===== config.mk =====
export PLATFORM = sky130hd
export DESIGN_NAME = sync_edge_filter
export DESIGN_NICKNAME = d
export VERILOG_FILES = /design/src/rtl/sync_edge_filter_pkg.sv /design/src/rtl/sync_sat_counter.sv /design/src/rtl/sync_edge_filter.sv
export SDC_FILE = /design/constraint.sdc
export NUM_CORES = 1
export LEC_CHECK = 0
export CORE_UTILIZATION = 40
export CTS_CLUSTER_SIZE = 16
export DETAILED_ROUTE_END_ITERATION = 8
export PLACE_DENSITY = 0.63
export SKIP_LAST_GASP = 1
export SYNTH_ARGS = -nofsm -noshare
export SYNTH_HDL_FRONTEND = slang
export SYNTH_SLANG_ARGS = --single-unit

===== constraint.sdc =====
create_clock -name clk_b -period 1.95 [get_ports clk_b]
set_clock_uncertainty 0.15 [all_clocks]
set_input_delay 0.39 -clock clk_b [delete_from_list [all_inputs] [get_ports clk_b]]
set_output_delay 0.39 -clock clk_b [all_outputs]
set_load 0.02 [all_outputs]

===== src/rtl/sync_edge_filter_pkg.sv =====
// Shared types and sizing helpers for the debounce filter (sync_edge_filter).
package sync_edge_filter_pkg;

  typedef enum logic [1:0] {
    LOW_STABLE  = 2'd0,
    QUAL_RISE   = 2'd1,
    HIGH_STABLE = 2'd2,
    QUAL_FALL   = 2'd3
  } filt_state_e;

  // Qualification counter must hold values up to STABLE_CYCLES.
  function automatic int cnt_width(input int stable_cycles);
    if (stable_cycles < 1) begin
      return 1;
    end else begin
      return $clog2(stable_cycles + 1);
    end
  endfunction

endpackage


===== src/rtl/sync_sat_counter.sv =====
// Generic saturating up-counter with synchronous clear; clear beats increment.
module sync_sat_counter #(
  parameter int W = 8
) (
  input  logic         clk_i,
  input  logic         rst_i,
  input  logic         clr_i,
  input  logic         inc_i,
  output logic [W-1:0] cnt_o
);

  logic [W-1:0] cnt_q;

  // Count events, holding at all-ones instead of wrapping.
  always_ff @(posedge clk_i or posedge rst_i) begin
    if (rst_i) begin
      cnt_q <= {W{1'b0}};
    end else if (clr_i) begin
      cnt_q <= {W{1'b0}};
    end else if (inc_i && (cnt_q != {W{1'b1}})) begin
      cnt_q <= cnt_q + {{(W-1){1'b0}}, 1'b1};
    end else begin
      cnt_q <= cnt_q;
    end
  end

  assign cnt_o = cnt_q;

endmodule


===== src/rtl/sync_edge_filter.sv =====
// Debounce filter on a synchronised level: filtered level, edge pulses, glitch count.
// Optional macro SYNC_EDGE_FILTER_INPUT_SYNC_EN adds a two-flop input synchroniser.
module sync_edge_filter
  import sync_edge_filter_pkg::*;
#(
  parameter int STABLE_CYCLES = 4,
  parameter int GLITCH_W      = 8
) (
  input  logic                clk_b,
  input  logic                rst_b,
  input  logic                sig_b,
  input  logic                glitch_clr,
  output logic                sig_f,
  output logic                rise_p,
  output logic                fall_p,
  output logic [GLITCH_W-1:0] glitch_cnt
);

  localparam int CW = cnt_width(STABLE_CYCLES);
  localparam logic [CW-1:0] CNT_ZERO = {CW{1'b0}};
  localparam logic [CW-1:0] CNT_ONE  = CW'(1);
  localparam logic [CW-1:0] CNT_LAST = CW'(STABLE_CYCLES - 1);
  localparam bit SINGLE_CYCLE = (STABLE_CYCLES == 1);

  logic        sig_s;
  logic        glitch_ev_s;
  filt_state_e state_q;
  logic [CW-1:0] cnt_q;
  logic        sig_f_q;
  logic        rise_q;
  logic        fall_q;

`ifdef SYNC_EDGE_FILTER_INPUT_SYNC_EN
  logic sync1_q;
  logic sync2_q;

  // Two-flop synchroniser so an asynchronous source can be connected directly.
  always_ff @(posedge clk_b or posedge rst_b) begin
    if (rst_b) begin
      sync1_q <= 1'b0;
      sync2_q <= 1'b0;
    end else begin
      sync1_q <= sig_b;
      sync2_q <= sync1_q;
    end
  end

  assign sig_s = sync2_q;
`else
  assign sig_s = sig_b;
`endif

  // Qualification FSM; filtered level and edge pulses are flops updated at commit.
  always_ff @(posedge clk_b or posedge rst_b) begin
    if (rst_b) begin
      state_q <= LOW_STABLE;
      cnt_q   <= CNT_ZERO;
      sig_f_q <= 1'b0;
      rise_q  <= 1'b0;
      fall_q  <= 1'b0;
    end else begin
      rise_q <= 1'b0;
      fall_q <= 1'b0;
      case (state_q)
        LOW_STABLE: begin
          if (sig_s) begin
            if (SINGLE_CYCLE) begin
              state_q <= HIGH_STABLE;
              cnt_q   <= CNT_ZERO;
              sig_f_q <= 1'b1;
              rise_q  <= 1'b1;
            end else begin
              state_q <= QUAL_RISE;
              cnt_q   <= CNT_ONE;
            end
          end else begin
            cnt_q <= CNT_ZERO;
          end
        end
        QUAL_RISE: begin
          if (!sig_s) begin
            state_q <= LOW_STABLE;
            cnt_q   <= CNT_ZERO;
          end else if (cnt_q == CNT_LAST) begin
            state_q <= HIGH_STABLE;
            cnt_q   <= CNT_ZERO;
            sig_f_q <= 1'b1;
            rise_q  <= 1'b1;
          end else begin
            cnt_q <= cnt_q + CNT_ONE;
          end
        end
        HIGH_STABLE: begin
          if (!sig_s) begin
            if (SINGLE_CYCLE) begin
              state_q <= LOW_STABLE;
              cnt_q   <= CNT_ZERO;
              sig_f_q <= 1'b0;
              fall_q  <= 1'b1;
            end else begin
              state_q <= QUAL_FALL;
              cnt_q   <= CNT_ONE;
            end
          end else begin
            cnt_q <= CNT_ZERO;
          end
        end
        QUAL_FALL: begin
          if (sig_s) begin
            state_q <= HIGH_STABLE;
            cnt_q   <= CNT_ZERO;
          end else if (cnt_q == CNT_LAST) begin
            state_q <= LOW_STABLE;
            cnt_q   <= CNT_ZERO;
            sig_f_q <= 1'b0;
            fall_q  <= 1'b1;
          end else begin
            cnt_q <= cnt_q + CNT_ONE;
          end
        end
        default: begin
          state_q <= LOW_STABLE;
          cnt_q   <= CNT_ZERO;
          sig_f_q <= 1'b0;
        end
      endcase
    end
  end

  // A glitch is a qualification abandoned before reaching the window.
  always_comb begin
    glitch_ev_s = 1'b0;
    case (state_q)
      QUAL_RISE: begin
        if (!sig_s) begin
          glitch_ev_s = 1'b1;
        end else begin
          glitch_ev_s = 1'b0;
        end
      end
      QUAL_FALL: begin
        if (sig_s) begin
          glitch_ev_s = 1'b1;
        end else begin
          glitch_ev_s = 1'b0;
        end
      end
      default: glitch_ev_s = 1'b0;
    endcase
  end

  sync_sat_counter #(
    .W(GLITCH_W)
  ) u_glitch_cnt (
    .clk_i (clk_b),
    .rst_i (rst_b),
    .clr_i (glitch_clr),
    .inc_i (glitch_ev_s),
    .cnt_o (glitch_cnt)
  );

  assign sig_f  = sig_f_q;
  assign rise_p = rise_q;
  assign fall_p = fall_q;

endmodule


# After elaboration in Yosys (flattened, before gate mapping)
# Index checks and enable logic that the tools add are counted.
[totals]
romBits = 0
word_cells = 55
output_inout_bits = 11
mem_bits_rw = 0
mem_count = 0
latchBits = 0
in_bits = 4
reg_bits = 16
[op_classes]
n_eq_ne = 13
bitwise_logic = 0
muxes = 28
multipliers = 0
div_mod_pow = 0
magnitude_cmp = 0
shifts = 0
add_sub_neg = 2
n_reduce_logical = 6
[ops]
columns = ["cell", "count"]
rows = [
  ["$mux W8", 2],
  ["$mux W1", 13],
  ["$mux W2", 6],
  ["$ne A2 B2 Y1 const B", 6],
  ["$pmux W3 S4", 1],
  ["$mux W3", 3],
  ["$add A8 B1 Y8 const B", 1],
  ["$ne A8 B8 Y1 const B", 1],
  ["$pmux W2 S4", 1],
  ["$ne A3 B3 Y1 const B", 2],
  ["$reduce_and A5 Y1", 1],
  ["$eq A2 B2 Y1 const B", 2],
  ["$pmux W1 S2", 2],
  ["$reduce_and A4 Y1", 1],
  ["$reduce_bool A2 Y1", 2],
  ["$add A3 B1 Y3 const B", 1],
  ["$eq A3 B2 Y1 const B", 1],
  ["$eq A2 B1 Y1 const B", 1],
  ["$logic_not A2 Y1", 1],
  ["$logic_and A1 B1 Y1", 1],
]

# Depth between registers and ports, before layout
[logic_depth]
word_depth = 5
depth_mapped = 6
ltp_nobuf = 5

# Hierarchy
# Synthesis repeated with hierarchy kept, for this count alone.
[unflattened]
hier_cells = 79
hier_area_um2 = 853.3
[modules_own_cells]
columns = ["module", "seq_area_each_um2", "cells_each", "instances", "area_each_um2"]
rows = [
  ["sync_sat_counter", 200.2, 49, 1, 504.2],
  ["sync_edge_filter", 200.2, 30, 1, 349.1],
]

# Worst setup path before layout
# No wires, ideal clock.
[synth_timing]
path_type = "reg-to-reg"
from = "register u_glitch_cnt.cnt_q[0], in the netlist u_glitch_cnt.cnt_o[0]"
to = "register u_glitch_cnt.cnt_q[1], in the netlist u_glitch_cnt.cnt_o[1]"
t_arrival_ns = 1.502
setup_time_ns = 0.128
synth_period_minus_slack_ns = 1.780
path_stages_with_launch = 7
setup_slack_ns = 0.170
n_path_buf = 1
required_time_ns = 1.672
cell_sequence = "dfrtp_1 ha_1 nand2_1 o311ai_1 buf_4 mux2i_1 nor2_1"
[synth_via]
elab_chain_cells = 3
word_cells_on_any_way = 6
cone_classes = "add/sub: 1; eq/ne: 1; mux: 2; reduce/logical: 2"
[synth_lines]
columns = ["item", "line", "rtl"]
rows = [
  ["start: declaration", "sync_sat_counter.sv:12", "logic [W-1:0] cnt_q;"],
  ["start signal: assignment", "sync_sat_counter.sv:17", "cnt_q <= {W{1'b0}};"],
  ["start signal: assignment", "sync_sat_counter.sv:19", "cnt_q <= {W{1'b0}};"],
  ["start signal: assignment", "sync_sat_counter.sv:21", "cnt_q <= cnt_q + {{(W-1){1'b0}}, 1'b1};"],
  ["$add A8 B1 Y8 or $ne A8 B8 Y1 (tied branches)", "sync_sat_counter.sv:21, sync_sat_counter.sv:20", ""],
  ["$mux W8 or $logic_and A1 B1 Y1 (tied branches)", "sync_sat_counter.sv:20", "end else if (inc_i && (cnt_q != {W{1'b1}})) begin"],
  ["$mux W8 or $reduce_bool A2 Y1 (tied branches)", "--", ""],
]
# Several ways; a longest one is shown, not always the timed one. The select of a mux whose other input is x is not followed.
# A chain may end at the register's enable or synchronous reset.

# Final worst setup path
[layout_timing]
from = "register u_glitch_cnt.cnt_q[0], in the netlist u_glitch_cnt.cnt_o[0]"
to = "output port glitch_cnt[0]"
[layout_rtl]
columns = ["item", "line", "rtl"]
rows = [
  ["end: declaration", "sync_edge_filter.sv:16", "output logic [GLITCH_W-1:0] glitch_cnt"],
]
# No word-level cell between the ends.

==> results_dict.tcl <==
set metrics [dict create \
    status "complete, no violations" \
    maxCapViolations 0 \
    finalCriticalPeriod_ps 1900 \
    rr_endpoint "u_glitch_cnt.cnt_o[4]" \
    start_kind "flip-flop" \
    worst_pin_slew_ps 436 \
    start_util_pct 42.6 \
    ys_ff_latch 16 \
    grt.total_usage_pct 15.7 \
    first_pass_iters 4 \
    syn_to_final_growth_pct 32.3 \
    clk_pin_slew_ps 90 \
    die_h_microns 44.7 \
    vias 579 \
    fin_util_pct 56.4 \
    crit_arrival_ps 1360 \
    numClockSinks 16 \
    vias_per_cell 5.12 \
    globalplace.congestion 0.710 \
    p_per_area_nw_per_um2 1010 \
    ys_types 26 \
    dieArea_sq_um 1990 \
    r2r-start "u_glitch_cnt.cnt_o[1]" \
    yosysTopAreaCellShare_pct 55.0 \
    fmax_ghz 0.526 \
    clock_latency_ps 280 \
    htree_levels 1 \
    worstSetupPathType "reg -> out" \
    finalHoldViolCount 0 \
    slew_violations 0 \
    ys_warn_count 0 \
    dpl.hpwl_microns 1010 \
    cts_buffers 3 \
    cts_root_buffer "clkbuf_4" \
    grt_max_degree 17 \
    io_buffers 14 \
    cts_resized 0 \
    post-cts-setup-buffer-count 0 \
    drc 0 \
    synthCells 67 \
    grt_pass1_wl_microns 2140 \
    maxSlewHeadroom_pct 70.7 \
    syn_avg_cell_area_sq_um 10.9 \
    p_seq_share_pct 46.6 \
    io_pins 15 \
    cts_tree "done" \
    leakagePower_uw 0.000407 \
    rsz0062_at_grt "no" \
    ys.flop_type "dfrtp_1" \
    hold_buffers 0 \
    combPwrFrac_pct 35.8 \
    ant_nets 0 \
    p_sw_uw 322 \
    wl_per_cell_microns 12.2 \
    async_flop_share_pct 100 \
    insertedDiodeCount 0 \
    timing.hold.ws_ps 253 \
    switching_share_pct 33.0 \
    rows 15 \
    clockBufferDepth 2 \
    cp-end-kind "output pin" \
    r2r_cells 6 \
    power.internal_uw 653 \
    ys_seq_area_share_pct 55.0 \
    nets 96 \
    die_x_microns 44.7 \
    worst_ep_required_time_ps 1410 \
    synth_top_area_cell "dfrtp_1" \
    synth_nets 73 \
    gr-total-overflow 0 \
    routed_wl_microns 1380 \
    antenna_found_initial 0 \
    synth_edf_count 0 \
    clkPwrFrac_pct 17.6 \
    finalCritPeriodShare_pct 97.5 \
    ir_worst_vdd_mv 0.604 \
    grt_pass1_vias 499 \
    drt-initial-drc-count 6 \
    min_path_type "in -> async" \
    syn_area_sq_um 728 \
    synth_area_leaders "dfrtp_1 55%, a21oi_1 3.4%, ha_1 3.4%" \
    cp_max_fo 3 \
    drive_gt1_share_pct 13.6 \
    final-setup-viol-count 0 \
    core_sq_um 1710 \
    fill_cells 158 \
    reg2reg_setup_slack_ps 130 \
]
placed cells by master (no fill, tap or decap):
cell type / count
nor2_1: 3
o311ai_2: 1
buf_4: 6
mux2i_1: 2
dfrtp_1: 16
nand3_1: 4
clkbuf_4: 3
or3_1: 3
nand2b_1: 1
xnor2_2: 1
inv_1: 5
o21ai_0: 3
a21boi_1: 1
clkdlybuf4s50_1: 14
nor4_1: 2
nor3b_1: 2
o21bai_1: 1
nand2_1: 3
a21oi_1: 5
or4_1: 2
nand4_1: 1
xor2_1: 2
a31oi_1: 1
ha_1: 2
and3_1: 1
o31ai_1: 2
mux2_2: 1
area by class of cell:
cell class	count	area [sq um]	share of cell area [%]
multi-input cells	44	305	31.7
well taps	25	31.3	3.25
clock buffers	3	22.5	2.34
flip-flops and latches	16	400	41.6
inverters	5	18.8	1.95
repair buffers	20	185	19.2
state kept, by name, summed over array words and instances (netlist names), named ones only:
name	flops
rise_p	1
fall_p	1
sig_f	1
state_q	1
cnt_q	3
u_glitch_cnt.cnt_o	8
logic make-up (layout without fill, tap and decap cells):
| kind of cell | count (synthesis) | count (layout) | share of synthesized area, % |
|---|---|---|---|
| buffers and inverters | 7 | 28 | 4.12 |
| multiplexers | 3 | 3 | 4.30 |
| AO/OA/AOI/OAI | 14 | 14 | 11.7 |
| adder cells (fa/ha/maj) | 2 | 2 | 3.44 |
| XOR/XNOR | 3 | 3 | 4.64 |
| AND/OR/NAND/NOR | 22 | 22 | 16.8 |
| flip-flops | 16 | 16 | 55.0 |
synth_stat cells (all sizes together), types with 2 or more instances:
cell,number
a21oi,5
buf,2
dfrtp,16
ha,2
inv,5
mux2i,2
nand2,3
nand3,4
nor2,3
nor3b,2
nor4,2
o21ai,3
o31ai,2
or3,3
or4,2
xor2,2
metrics by stage:
| step | TNS, ps | area [sq um] | total power (uW) | std cells | setup slack (ps) |
|---|---|---|---|---|---|
| after floorplan | 0 | 728 | 658 | 67 | 170 |
| after global placement | -824 | 933 | 793 | 110 | -160 |
| after detailed placement | -956 | 933 | 800 | 110 | -199 |
| after CTS | 0 | 956 | 975 | 113 | 40.9 |
| after global routing | 0 | 963 | 1030 | 113 | 12.4 |
| final | 0 | 963 | 974 | 113 | 48.0 |
power groups by stage:
stage	logic, uW	clock network, uW	registers, uW
6_report	349	172	454
5_1_grt	377	190	463
4_1_cts	342	179	454
3_5_place_dp	339	0	460
3_3_place_gp	336	0	457
2_1_floorplan	178	0	480
worst max-delay path by stage:
stage / cells after the start / slack, ps / endpoint / start
floorplan: 6 / 170 / u_glitch_cnt.cnt_o[1] / u_glitch_cnt.cnt_o[0]
global placement: 6 / -160 / u_glitch_cnt.cnt_o[4] / sig_b
detailed placement: 6 / -200 / u_glitch_cnt.cnt_o[4] / sig_b
CTS: 2 / 40 / glitch_cnt[0] / u_glitch_cnt.cnt_o[0]
global route: 1 / 10 / glitch_cnt[3] / u_glitch_cnt.cnt_o[3]
finish: 2 / 50 / glitch_cnt[0] / u_glitch_cnt.cnt_o[0]
worst max-delay path, cell delays in order, from the launching register on:
cell,delay [ps]
dfrtp_1,370
buf_4,120
clkdlybuf4s50_1,590
layer usage:
layer	vias to the layer above	global-route usage (%)	routed length [microns]	share of wire, %
met2	10	25.0	682	49
li1	288	-	-	-
met1	279	19.5	654	47
met4	0	10.9	12	0.87
met3	2	2.45	30	2.2
met5	-	0	0	0
No activity file was read; power rests on OpenSTA's default activity.
